### src/rtl/ps2_key_state_tracker_pkg.sv
// Shared constants for the PS/2 key tracker: key indices, set-2 scancodes and FSM states.
package ps2_key_state_tracker_pkg;

  localparam int unsigned NUMBEROFKEYBOARDINPUTS = 16;
  localparam int unsigned KEY_IDX_W              = 4;
  localparam int unsigned DEFAULT_PREFIX_TIMEOUT = 2500000;

  // Bit positions in inputStateStorage
  localparam int unsigned KEY_SPACEBAR = 0;
  localparam int unsigned KEY_ENTER    = 1;
  localparam int unsigned KEY_R        = 2;
  localparam int unsigned KEY_A        = 3;
  localparam int unsigned KEY_S        = 4;
  localparam int unsigned KEY_D        = 5;
  localparam int unsigned KEY_F        = 6;
  localparam int unsigned KEY_G        = 7;
  localparam int unsigned KEY_H        = 8;
  localparam int unsigned KEY_J        = 9;
  localparam int unsigned KEY_K        = 10;
  localparam int unsigned KEY_W        = 11;
  localparam int unsigned KEY_E        = 12;
  localparam int unsigned KEY_T        = 13;
  localparam int unsigned KEY_Y        = 14;
  localparam int unsigned KEY_U        = 15;

  localparam logic [7:0] SC_BREAK = 8'hF0;
  localparam logic [7:0] SC_EXT   = 8'hE0;
  localparam logic [7:0] SC_PAUSE = 8'hE1;
  localparam logic [7:0] SC_ENTER = 8'h5A;

  // Pause is E1 followed by seven more bytes
  localparam logic [2:0] SKIP_LEN = 3'd7;

  typedef enum logic [2:0] {
    ST_IDLE      = 3'd0,
    ST_BREAK     = 3'd1,
    ST_EXT       = 3'd2,
    ST_EXT_BREAK = 3'd3,
    ST_SKIP      = 3'd4
  } state_e;

endpackage

### src/rtl/ps2_scancode_lookup.sv
// Combinational map from an unprefixed set-2 scancode to a tracked key index.
module ps2_scancode_lookup
  import ps2_key_state_tracker_pkg::*;
#(
  parameter int unsigned IDX_W = KEY_IDX_W
) (
  input  logic [7:0]       ps2ByteIn,
  output logic             hit_c,
  output logic [IDX_W-1:0] index_c
);

  always_comb begin
    hit_c   = 1'b1;
    index_c = '0;
    case (ps2ByteIn)
      8'h29:   index_c = IDX_W'(KEY_SPACEBAR);
      8'h5A:   index_c = IDX_W'(KEY_ENTER);
      8'h2D:   index_c = IDX_W'(KEY_R);
      8'h1C:   index_c = IDX_W'(KEY_A);
      8'h1B:   index_c = IDX_W'(KEY_S);
      8'h23:   index_c = IDX_W'(KEY_D);
      8'h2B:   index_c = IDX_W'(KEY_F);
      8'h34:   index_c = IDX_W'(KEY_G);
      8'h33:   index_c = IDX_W'(KEY_H);
      8'h3B:   index_c = IDX_W'(KEY_J);
      8'h42:   index_c = IDX_W'(KEY_K);
      8'h1D:   index_c = IDX_W'(KEY_W);
      8'h24:   index_c = IDX_W'(KEY_E);
      8'h2C:   index_c = IDX_W'(KEY_T);
      8'h35:   index_c = IDX_W'(KEY_Y);
      8'h3C:   index_c = IDX_W'(KEY_U);
      default: hit_c = 1'b0;
    endcase
  end

endmodule

### src/rtl/ps2_key_state_tracker.sv
// Turns PS/2 make/break byte sequences into a held-key vector plus a one-cycle key event.
module ps2_key_state_tracker
  import ps2_key_state_tracker_pkg::*;
#(
  parameter int unsigned NUM_KEYS       = NUMBEROFKEYBOARDINPUTS,
  parameter int unsigned IDX_W          = KEY_IDX_W,
  parameter int unsigned PREFIX_TIMEOUT = DEFAULT_PREFIX_TIMEOUT
) (
  input  logic                clk,
  input  logic                resetn,
  input  logic [7:0]          ps2ByteIn,
  input  logic                ps2ByteValid,
  output logic [NUM_KEYS-1:0] inputStateStorage,
  output logic                keyEvent,
  output logic [IDX_W-1:0]    keyEventIndex,
  output logic                keyEventIsPress
);

  localparam int unsigned TMO_W = (PREFIX_TIMEOUT > 1) ? $clog2(PREFIX_TIMEOUT) : 1;
  localparam logic [TMO_W-1:0] TMO_LAST = TMO_W'(PREFIX_TIMEOUT - 1);

  state_e              state_q, state_d;
  logic [2:0]          skip_q, skip_d;
  logic [TMO_W-1:0]    tmo_q, tmo_d;
  logic [NUM_KEYS-1:0] keys_q, keys_d;
  logic                ev_q, ev_d;
  logic [IDX_W-1:0]    idx_q, idx_d;
  logic                press_q, press_d;

  logic                lk_hit;
  logic [IDX_W-1:0]    lk_idx;
  logic                do_make, do_break;
  logic [IDX_W-1:0]    key_idx;

  ps2_scancode_lookup #(.IDX_W(IDX_W)) u_lookup (
    .ps2ByteIn (ps2ByteIn),
    .hit_c     (lk_hit),
    .index_c   (lk_idx)
  );

  always_ff @(posedge clk) begin
    if (resetn) begin
      state_q <= ST_IDLE;
      skip_q  <= '0;
      tmo_q   <= '0;
      keys_q  <= '0;
      ev_q    <= 1'b0;
      idx_q   <= '0;
      press_q <= 1'b0;
    end else begin
      state_q <= state_d;
      skip_q  <= skip_d;
      tmo_q   <= tmo_d;
      keys_q  <= keys_d;
      ev_q    <= ev_d;
      idx_q   <= idx_d;
      press_q <= press_d;
    end
  end

  always_comb begin
    state_d  = state_q;
    skip_d   = skip_q;
    tmo_d    = tmo_q;
    keys_d   = keys_q;
    ev_d     = 1'b0;
    idx_d    = idx_q;
    press_d  = press_q;
    do_make  = 1'b0;
    do_break = 1'b0;
    key_idx  = lk_idx;

    if (ps2ByteValid) begin
      // A byte always beats an expiring timeout
      tmo_d = '0;
      case (state_q)
        ST_IDLE: begin
          if (ps2ByteIn == SC_BREAK) begin
            state_d = ST_BREAK;
          end else if (ps2ByteIn == SC_EXT) begin
            state_d = ST_EXT;
          end else if (ps2ByteIn == SC_PAUSE) begin
            state_d = ST_SKIP;
            skip_d  = SKIP_LEN;
          end else begin
            do_make = lk_hit;
          end
        end
        ST_BREAK: begin
          state_d  = ST_IDLE;
          do_break = lk_hit;
        end
        ST_EXT: begin
          state_d = ST_IDLE;
          key_idx = IDX_W'(KEY_ENTER);
          if (ps2ByteIn == SC_BREAK) begin
            state_d = ST_EXT_BREAK;
          end else begin
            do_make = (ps2ByteIn == SC_ENTER);
          end
        end
        ST_EXT_BREAK: begin
          state_d  = ST_IDLE;
          key_idx  = IDX_W'(KEY_ENTER);
          do_break = (ps2ByteIn == SC_ENTER);
        end
        ST_SKIP: begin
          if (skip_q <= 3'd1) begin
            state_d = ST_IDLE;
            skip_d  = '0;
          end else begin
            skip_d = skip_q - 3'd1;
          end
        end
        default: state_d = ST_IDLE;
      endcase
    end else if (state_q != ST_IDLE) begin
      if (tmo_q >= TMO_LAST) begin
        state_d = ST_IDLE;
        tmo_d   = '0;
        skip_d  = '0;
      end else begin
        tmo_d = tmo_q + TMO_W'(1);
      end
    end

    // Typematic repeats and breaks of released keys produce no event
    if (do_make && !keys_q[key_idx]) begin
      keys_d[key_idx] = 1'b1;
      ev_d            = 1'b1;
      idx_d           = key_idx;
      press_d         = 1'b1;
    end else if (do_break && keys_q[key_idx]) begin
      keys_d[key_idx] = 1'b0;
      ev_d            = 1'b1;
      idx_d           = key_idx;
      press_d         = 1'b0;
    end
  end

  assign inputStateStorage = keys_q;
  assign keyEvent          = ev_q;
  assign keyEventIndex     = idx_q;
  assign keyEventIsPress   = press_q;

endmodule

### config.mk
export PLATFORM = sky130hd
export DESIGN_NAME = ps2_key_state_tracker
export DESIGN_NICKNAME = d
export VERILOG_FILES = /design/src/rtl/ps2_key_state_tracker_pkg.sv /design/src/rtl/ps2_scancode_lookup.sv /design/src/rtl/ps2_key_state_tracker.sv
export SDC_FILE = /design/constraint.sdc
export NUM_CORES = 1
export LEC_CHECK = 0
export ABC_AREA = 1
export BUFFER_PORTS_ARGS = -buffer_cell sky130_fd_sc_hd__buf_2
export CAP_MARGIN = 10
export CORE_ASPECT_RATIO = 0.7
export CORE_MARGIN = 2
export CORE_UTILIZATION = 40
export CTS_BUF_LIST = sky130_fd_sc_hd__clkbuf_4
export DETAILED_ROUTE_END_ITERATION = 8
export PLACE_DENSITY_LB_ADDON = 0.3
export SETUP_SLACK_MARGIN = 0.3
export SYNTH_ARGS = -nofsm -noshare
export SYNTH_HDL_FRONTEND = slang
export SYNTH_HIERARCHICAL = 1
export SYNTH_SLANG_ARGS = --single-unit
### constraint.sdc
create_clock -name clk -period 4.8 [get_ports clk]
set_input_delay 0.72 -clock clk [delete_from_list [all_inputs] [get_ports clk]]
set_output_delay 0.72 -clock clk [all_outputs]
set_load 0.005 [all_outputs]
==> summary.md <==
| Metric | Value |
|---|---|
| Commonest cells in the netlist | nand2_1, nor2_1, inv_1, dfxtp_1, nand3_1 |
| Wire per inst | 11.7 µm |
| Chip height | ~80 µm |
| Bufs on Longest Clock Path | 2 |
| Setup TNS | 0 ns |
| PostCTS Resize Cnt | 0 |
| Post-route clock period utilization | between 70% and 80% |
| Register area share after synthesis | 30.3% |
| Status | finished clean |
| Starting Density | about two fifths |
| Post-synth top flop | dfxtp_1 |
| Post-DP HPWL | slightly above 6000 µm |
| Reg2Reg Depth | 12 |
| Final Util | 44.9% |
| Worst-skew pair later-pin latency | 0.39 ns |
| Clock slew at reported path FFs | 0.15 ns |
| Fin. max-slew vios | 0 |
| Synth area leaders | dfxtp_1, nand2_1, nor2_1 |
| Crit path setup slack, layout | 1.38 ns |
| PwrDens | 199 nW/µm² |
| Core area | 7940 µm² |
| First-pass GRT wire length | 13,700 µm |
| Max-Cap Viols | 0 |
| Initial antenna violation count | 0 |
| Setup bufs post-CTS | 0 |
| H-Tree Depth | 2 |
| Req. time, crit path | 5.12 ns |
| Final Hold Fails | 0 |
| Count leader, synth | nand2_1 |
| Post-Syn Area per Cell | 6.00 µm² |
| Clock root buffer | clkbuf_4 |
| Worst Setup Start Kind | input port |
| Syn-to-layout area delta | 7.80% |
| Post-synth top area share | 30.3% |
| DRC viols | 0 |
| ANT cells | 0 |
| Post-synth ARST share | 0% |
| Num rows | 27 |
| Hold buffer count at CTS | 0 |
| Crit path DAT | ~3.8 ns |
| Yosys top cell by area | dfxtp_1 |
| Placement Setup Slack | about 1.1 ns |
| Routed wire length | 7960 µm |
| Largest net degree at the start of global routing | 22 |
| Hold depth | 2 |
| Total GRT Usage | 18.4% |
| Antenna Nets Post-Route | 0 |
| CTS tree | yes |
| Synth Register Bits | 50 |
| Total congestion overflow | 0 |
| Hold Crit Class | flip-flop to flip-flop |
| I/O pin total | 33 |
| Clock Skews | 0.0130 ns |
| Total power | 0.708 mW |
| Clk sinks | 50 |
| Total CTS buffers | 5 |
| Syn nets | 565 |
| Layout cells sized above 1 | between 10% and 20% |
| Die Wd | about 110 µm |
| TritonRoute pass-1 iters | 4 |
| Worst Max-Slew Pin Slew | 0.746 ns |
| Min cycle time layout | around 3.4 ns |
| Synth Cell Area | 3300 µm² |
| Worst setup path class | input port to flip-flop |
| I/O Buffers | 32 |
| Leak | ~1.6 nW |
| Die area | 9020 µm² |
| Syn. warnings | 6 |
| Crit-path max FO | 21 |
| Worst setup EP type | flip-flop |
| Worst-case vdd ir drop | 0.000111 V |
| Cells after Synth | approximately 550 |
| Normalized max-slew margin | 50.1% |
| Cell variety after synth | 32 |
| Final Wtd Congestion | 0.879 |
| Number of synthesized flops with an enable pin | 0 |
| Nets | 591 |
| Final setup vio count | 0 |
| Vias | between 3,000 and 4,000 |
| Vias per cell | 5.03 |
| Iter 0 DRT Violations | around 280 |
| Vias in the first global route | 2,999 |
| Achievable frequency | 292 MHz |
| RSZ-0062 raised after global routing | false |
==> metrics by stage <==
stage	cell area, µm²	hold WS (ns)	instances
finish	3560	0.478	679
global route	3560	0.496	679
CTS	3560	0.478	679
detailed placement	3500	0.456	671
global placement	3500	0.452	671
floorplan	3300	0.451	551
==> worst max-delay path: stages <==
cell and delay (ns):
buf_2 0.15, inv_2 0.05, nand2_2 0.10, nor2_2 0.06, nand2_1 0.08, inv_1 0.06, nor2_1 0.13, nand4_1 0.47
o21ai_4 0.44, nand2_1 0.08, nand2_1 0.08, inv_1 0.04, nand2_1 0.05, nand2_1 0.05, nand2_1 0.07, nor2_1 0.04
nand2_1 0.29, nand2_2 0.34, inv_1 0.22, nand2_1 0.07, a21oi_1 0.14
==> cell usage in the layout (no fill, tap or decap), types with 7 or more instances in the layout <==
| cell type | count |
|---|---|
| buf_2 | 32 |
| nor3_1 | 12 |
| o21ai_0 | 15 |
| nand2_1 | 135 |
| nand3_1 | 37 |
| xor2_1 | 7 |
| dfxtp_1 | 50 |
| a21oi_1 | 36 |
| nand4_1 | 18 |
| inv_1 | 58 |
| nor2_2 | 9 |
| nor2_1 | 116 |
| inv_2 | 9 |
==> routing by layer <==
metal  vias up  wire, µm  GRT usage, %
met5         -         0             0
met4         0        59          4.39
met3         7       555          4.02
met2        93      3420          28.4
met1      1501      3920          26.0
li1       1816         -             -
==> worst paths after layout <==
kind | from | slack (ns) | endpoint
worst max register to register | state_q[1] | 1.80 | keyEventIndex[2]
worst max-delay path | ps2ByteIn[6] | 1.38 | keyEventIndex[2]
worst min-delay path | keyEventIsPress | 0.48 | keyEventIsPress
worst min register to register | keyEventIsPress | 0.48 | keyEventIsPress
==> report_power, final <==
| group | internal (mW) | switching [mW] |
|---|---|---|
| sequential | 0.419 | 0.00309 |
| clock | 0.0575 | 0.147 |
| combinational | 0.0232 | 0.0585 |
| total | 0.500 | 0.208 |
==> cell families after synthesis <==
group                    Yosys count  synth area share [%]
AND/OR/NAND/NOR                  340                  44.1
XOR/XNOR                           9                  2.39
AO/OA/AOI/OAI                     69                  11.9
flip-flops                        50                  30.3
adder cells (fa/ha/maj)            3                  1.14
buffers and inverters             80                  10.2
==> final cells by class <==
| cell class | count | area, µm² |
|---|---|---|
| timing repair buffer | 32 | 160 |
| sequential | 50 | 1000 |
| inverter | 67 | 251 |
| clock inverter | 3 | 20.0 |
| tap | 101 | 126 |
| clock buffer | 5 | 37.5 |
| fill | 842 | 4380 |
| multi-input combinational | 421 | 1970 |
No activity file was read; power rests on OpenSTA's default activity.
